===== config.mk =====
export PLATFORM = sky130hd
export DESIGN_NAME = regfile_multiport
export DESIGN_NICKNAME = d
export VERILOG_FILES = /design/src/rtl/regfile_multiport.sv
export SDC_FILE = /design/constraint.sdc
export NUM_CORES = 2
export LEC_CHECK = 0
export ABC_AREA = 0
export CAP_MARGIN = 20
export CORE_ASPECT_RATIO = 2
export CORE_UTILIZATION = 35
export CTS_BUF_LIST = sky130_fd_sc_hd__clkbuf_8
export CTS_CLUSTER_SIZE = 14
export DETAILED_ROUTE_END_ITERATION = 10
export GPL_TIMING_DRIVEN = 0
export PLACE_DENSITY = 0.61
export SLEW_MARGIN = 20
export SYNTH_ARGS = -nofsm -noshare
export SYNTH_HDL_FRONTEND = slang
export SYNTH_SLANG_ARGS = --single-unit
export TNS_END_PERCENT = 1

===== constraint.sdc =====
create_clock -name clock -period 8.9 [get_ports clock]
set_input_delay 2.225 -clock clock [delete_from_list [all_inputs] [get_ports clock]]
set_output_delay 2.225 -clock clock [all_outputs]
set_load 0.05 [all_outputs]

===== src/rtl/regfile_multiport.sv =====
// Multi-port register file with two write ports (port 1 wins), optional write-to-read bypass,
// a per-register busy scoreboard for issue-stage reservations and an optional hardwired zero register.
module regfile_multiport #(
    parameter int unsigned DATA_WIDTH = 32,
    parameter int unsigned ADDR_WIDTH = 5,
    parameter int unsigned NUM_READ   = 2,
    parameter int unsigned ZERO_REG   = 1,
    parameter int unsigned BYPASS     = 1
) (
    input  logic                           clock,
    input  logic                           ctrl_reset,
    input  logic                           ctrl_writeEnable0,
    input  logic [ADDR_WIDTH-1:0]          ctrl_writeReg0,
    input  logic [DATA_WIDTH-1:0]          data_writeReg0,
    input  logic                           ctrl_writeEnable1,
    input  logic [ADDR_WIDTH-1:0]          ctrl_writeReg1,
    input  logic [DATA_WIDTH-1:0]          data_writeReg1,
    input  logic [NUM_READ*ADDR_WIDTH-1:0] ctrl_readReg,
    output logic [NUM_READ*DATA_WIDTH-1:0] data_readReg,
    output logic [NUM_READ-1:0]            busy_readReg,
    input  logic                           ctrl_reserveEnable,
    input  logic [ADDR_WIDTH-1:0]          ctrl_reserveReg,
    output logic                           reserve_stall
);

    localparam int unsigned NumRegs  = 1 << ADDR_WIDTH;
    localparam bit          ZeroEn   = (ZERO_REG != 0);
    localparam bit          BypassEn = (BYPASS != 0);

    logic [NumRegs-1:0][DATA_WIDTH-1:0]  regs_q, regs_d;
    logic [NumRegs-1:0]                  busy_q, busy_d;
    logic [NUM_READ-1:0][ADDR_WIDTH-1:0] rd_idx;
    logic [NUM_READ-1:0][DATA_WIDTH-1:0] rd_data;
    logic [NUM_READ-1:0]                 rd_busy;
    logic                                we0, we1;
    logic                                res_write_hit;
    logic                                reserve_ok;

    assign rd_idx       = ctrl_readReg;
    assign data_readReg = rd_data;
    assign busy_readReg = rd_busy;

    // Qualify requests with reset so nothing is forwarded while the file is held cleared.
    always_comb begin
        we0 = ctrl_reset && ctrl_writeEnable0 && !(ZeroEn && ctrl_writeReg0 == '0);
        we1 = ctrl_reset && ctrl_writeEnable1 && !(ZeroEn && ctrl_writeReg1 == '0);
        res_write_hit = (we0 && ctrl_writeReg0 == ctrl_reserveReg) ||
                        (we1 && ctrl_writeReg1 == ctrl_reserveReg);
        reserve_stall = ctrl_reset && ctrl_reserveEnable && busy_q[ctrl_reserveReg] &&
                        !(BypassEn && res_write_hit);
        reserve_ok    = ctrl_reset && ctrl_reserveEnable && !reserve_stall &&
                        !(ZeroEn && ctrl_reserveReg == '0);
    end

    // Reservation is applied after the write clear so a new producer keeps the register busy.
    always_comb begin
        regs_d = regs_q;
        busy_d = busy_q;
        if (we0) begin
            regs_d[ctrl_writeReg0] = data_writeReg0;
            busy_d[ctrl_writeReg0] = 1'b0;
        end
        if (we1) begin
            regs_d[ctrl_writeReg1] = data_writeReg1;
            busy_d[ctrl_writeReg1] = 1'b0;
        end
        if (reserve_ok) begin
            busy_d[ctrl_reserveReg] = 1'b1;
        end
    end

    always_comb begin
        rd_data = '0;
        rd_busy = '0;
        for (int k = 0; k < int'(NUM_READ); k++) begin
            rd_data[k] = regs_q[rd_idx[k]];
            rd_busy[k] = busy_q[rd_idx[k]];
            if (BypassEn) begin
                if (we1 && ctrl_writeReg1 == rd_idx[k]) begin
                    rd_data[k] = data_writeReg1;
                    rd_busy[k] = 1'b0;
                end else if (we0 && ctrl_writeReg0 == rd_idx[k]) begin
                    rd_data[k] = data_writeReg0;
                    rd_busy[k] = 1'b0;
                end
            end
            if (ZeroEn && rd_idx[k] == '0) begin
                rd_data[k] = '0;
                rd_busy[k] = 1'b0;
            end
        end
    end

    always_ff @(posedge clock or negedge ctrl_reset) begin
        if (!ctrl_reset) begin
            regs_q <= '0;
            busy_q <= '0;
        end else begin
            regs_q <= regs_d;
            busy_q <= busy_d;
        end
    end

endmodule

==> impl_results.md <==
* Status: complete, but fails checks
* Failing checks: antenna rules, setup timing
* Clock network fraction of total power at 0.284
* Port buffer count at 82
* Flop pwr share at 0.425
* Antenna violations before repair at 59
* CTS H-tree lvls at 4
* Pwr/cell area at 213 nW/um^2
* IR Drop Worst-Case VDD at 127 uV
* Largest area contributor in the netlist: dfrtp_1
* Synth top area share at 0.395
* CP Data Arrival Time at 7.05 ns
* Starting Density at 0.353
* Worst R2R Setup Slack at 6.04 ns
* Area Growth Syn to Fin at 14.6%
* Antenna Nets Post-Route at 1
* Startpoint class of the critical path: primary input
* Die Y at 620 microns
* MaxCap Viol Count at 0
* Clk slew on worst S/H paths at 0.07 ns
* Average cell area after synthesis at 10.4 sq um
* Hold-fix buffers, CTS at 0
* DR WL/cell at 49.3 microns
* Fin crit share at 1.04
* Switching portion of total power at 0.372
* Lkg Pwr at 0.0338 uW
* Starting DRC count in detailed routing at 9242
* Final worst clock skew at 0.0171 ns
* Mapped Cells at 6445
* CTS tree: yes
* Final cell count without fillers at 9455
* Crit path capture type: primary output
* First-pass GRT wire length at 603000 microns
* Total GRT Usage at 0.475
* Worst Path Buf+Inv at 4
* CTS sink count at 1056
* Crit-path cells: buf_2 -> nand2_1 -> or2_2 -> buf_1 -> clkbuf_1 -> o22ai_1 -> a2111oi_0 -> nor3_1 -> a221o_1 -> clkdlybuf4s50_1
* Least-Margin Pin Slew at 1.38 ns
* Cell Area, Synth at 66900 sq um
* Largest net degree at the start of global routing at 137
* # DRC at 0
* Synth async-reset ratio at 1.00
* CP delay by family, top: buffers and inverters
* Root buffer cell: clkbuf_8
* Min-delay worst type: flop to flop
* Row Count at 226
* EDFF count, synth at 0
* Num CTS Buffers at 176
* Slew Viols, Final at 0
* Post-synth top flop: dfrtp_1
* Clk buf depth at 4
* Clk Latency, worst-skew pair at 0.95 ns
* Internal power at 10300 uW
* Placed insts at 9100
* RSZ-0062 raised after global routing: true
* Synth top area cells: dfrtp_1, mux2i_1, mux4_2
* Post-layout nets at 6869
* Setup WS post-layout at -0.372 ns
* CP Max Fanout at 10
* Syn Nets at 6539
* DP HPWL at 338000 microns
* Final min period at 9.27 ns
* Drt total wl at 466000 microns
* Final hold viol count at 0
* Layout cells sized above 1 at 0.176
* Via density per instance at 6.90
* Setup-failing EPs final at 30
* Critical path class: primary input to primary output
* Comb power frac at 0.291
* CP max stage cell: clkbuf_1
* I/O Pins at 161
* Core box area at 190000 sq um
* FF+latch count, synth at 1056
* Max stage delay on crit path at 0.94 ns
* F_max at 108 MHz
* Sequential area share after synthesis at 0.395
* Warnings from Yosys at 0
* Routability cong. at 1.13
* CP Data Required Time at 6.68 ns
* Overall Power at 16400 uW
* Initial DRT Pass Iterations at 8
* Die Span X at 311 microns
* Switch Pwr at 6080 uW
* Slew HR at 0.0796
* GRT overflow at 0
* Die ar. at 193000 sq um
* Vias in the first global route at 63100
* Postcts setup bufs at 0
* Number of library cell types mapped by synthesis at 54
* DR vias at 65300
==> cell usage in the layout (no fill, tap or decap), types with 11 or more instances in the layout <==
master           count
inv_1               56
a221o_1             61
clkinv_2            15
mux2_2              62
nor2_1             673
clkbuf_4            11
mux2i_1           1314
clkbuf_8           222
o21ai_0            310
o21ai_1            125
a2111oi_1           12
nor2b_1             18
nand2_1            481
nand3_1             38
o221ai_1            60
nor3_1              68
o31ai_1             13
a2111oi_0           46
a21oi_1            579
buf_16              52
o22ai_1             61
clkdlybuf4s50_1     57
diode_2             54
clkbuf_2           176
buf_6               30
xor2_1              22
buf_12              12
a221oi_1            59
buf_1               66
mux4_2             414
dfrtp_1           1056
buf_4               20
clkbuf_1           400
dlymetal6s2s_1      18
buf_2              160
==> flip-flops by register name (all words and copies together), names as in the netlist <==
register,flops
busy_q,32
regs_q,1024
==> routing by layer <==
layer | global-route usage | wire length, microns | vias to the layer above
li1 | - | - | 24300
met1 | 0.457 | 140000 | 32400
met5 | 0.000758 | 176 | -
met2 | 0.723 | 204000 | 5916
met4 | 0.575 | 69600 | 26
met3 | 0.181 | 51300 | 2638
==> final cells by class <==
type	instances	area, sq um
Fill cell	18500	113000
Multi-Input combinational cell	4526	37000
Sequential cell	1056	26400
Buffer	859	3960
Tap cell	2508	3140
Clock buffer	222	3060
Timing Repair Buffer	152	2620
Clock inverter	74	348
Antenna cell	54	135
Inverter	4	15.0
==> synthesized netlist by cell type, types with 61 or more instances <==
library cell / n
o21ai_0: 310
mux4_2: 414
a21oi_1: 579
dfrtp_1: 1056
a221o_1: 61
o22ai_1: 63
mux2_2: 62
nor2_1: 682
clkbuf_1: 562
nor3_1: 68
mux2i_1: 1314
nand2_1: 485
a221oi_1: 64
o21ai_1: 125
buf_2: 146
buf_1: 104
==> worst register-to-register path, cell delays in order, from the launching register on <==
cell and delay (ns):
dfrtp_1 0.42, mux4_2 0.50, a22oi_1 0.31, nand4_1 0.28, and3_1 0.33, clkbuf_1 0.18, buf_1 0.31, o31ai_1 0.40
==> through the flow <==
step / setup TNS (ns) / util / hold slack (ns) / cell area (sq um) / setup slack, ns
after floorplan: 0 / - / 0.441 / 66900 / 1.67
after global placement: - / 0.374 / 0.452 / 70900 / -46.82
after detailed placement: -20.38 / 0.384 / 0.468 / 72800 / -0.863
after CTS: -1.74 / 0.402 / 0.484 / 76300 / -0.230
after global routing: -0.348 / 0.404 / 0.502 / 76600 / -0.0986
final: -4.14 / 0.404 / 0.485 / 76700 / -0.372
==> power by group through the flow <==
stage / combinational (uW) / clock, uW / sequential [uW]
global route: 4900 / 4740 / 7020
finish: 4760 / 4650 / 6940
floorplan: 3030 / 0 / 6580
CTS: 4540 / 4590 / 6870
detailed placement: 4530 / 0 / 6950
global placement: 4390 / 0 / 6920
==> cells by family after synthesis <==
kind of cell           count (synthesis)  share of synthesized area
multiplexers                        1790                      0.346
AO/OA/AOI/OAI                       1354                      0.119
AND/OR/NAND/NOR                     1352                     0.0819
flip-flops                          1056                      0.395
buffers and inverters                863                     0.0545
XOR/XNOR                              30                    0.00393
==> worst paths after layout <==
check	from	to	depth (start not counted)
setup / recovery	ctrl_readReg[1]	data_readReg[24]	10
hold / removal	regs_q[7]	regs_q[7]	1
setup reg to reg	busy_q[7]	busy_q[17]	7
hold reg to reg	regs_q[7]	regs_q[7]	1
max in group asynchronous	ctrl_reset	regs_q[625]	4
min in group asynchronous	ctrl_reset	regs_q[715]	1
==> what timing repair did <==
item | 4_1_cts | 5_1_grt
endpoints found under the setup margin | 46 | 52
gates cloned | 0 | 1
pin swaps | 0 | 0
gates resized for setup | 38 | 47
Power figures use the tool's default switching activity.
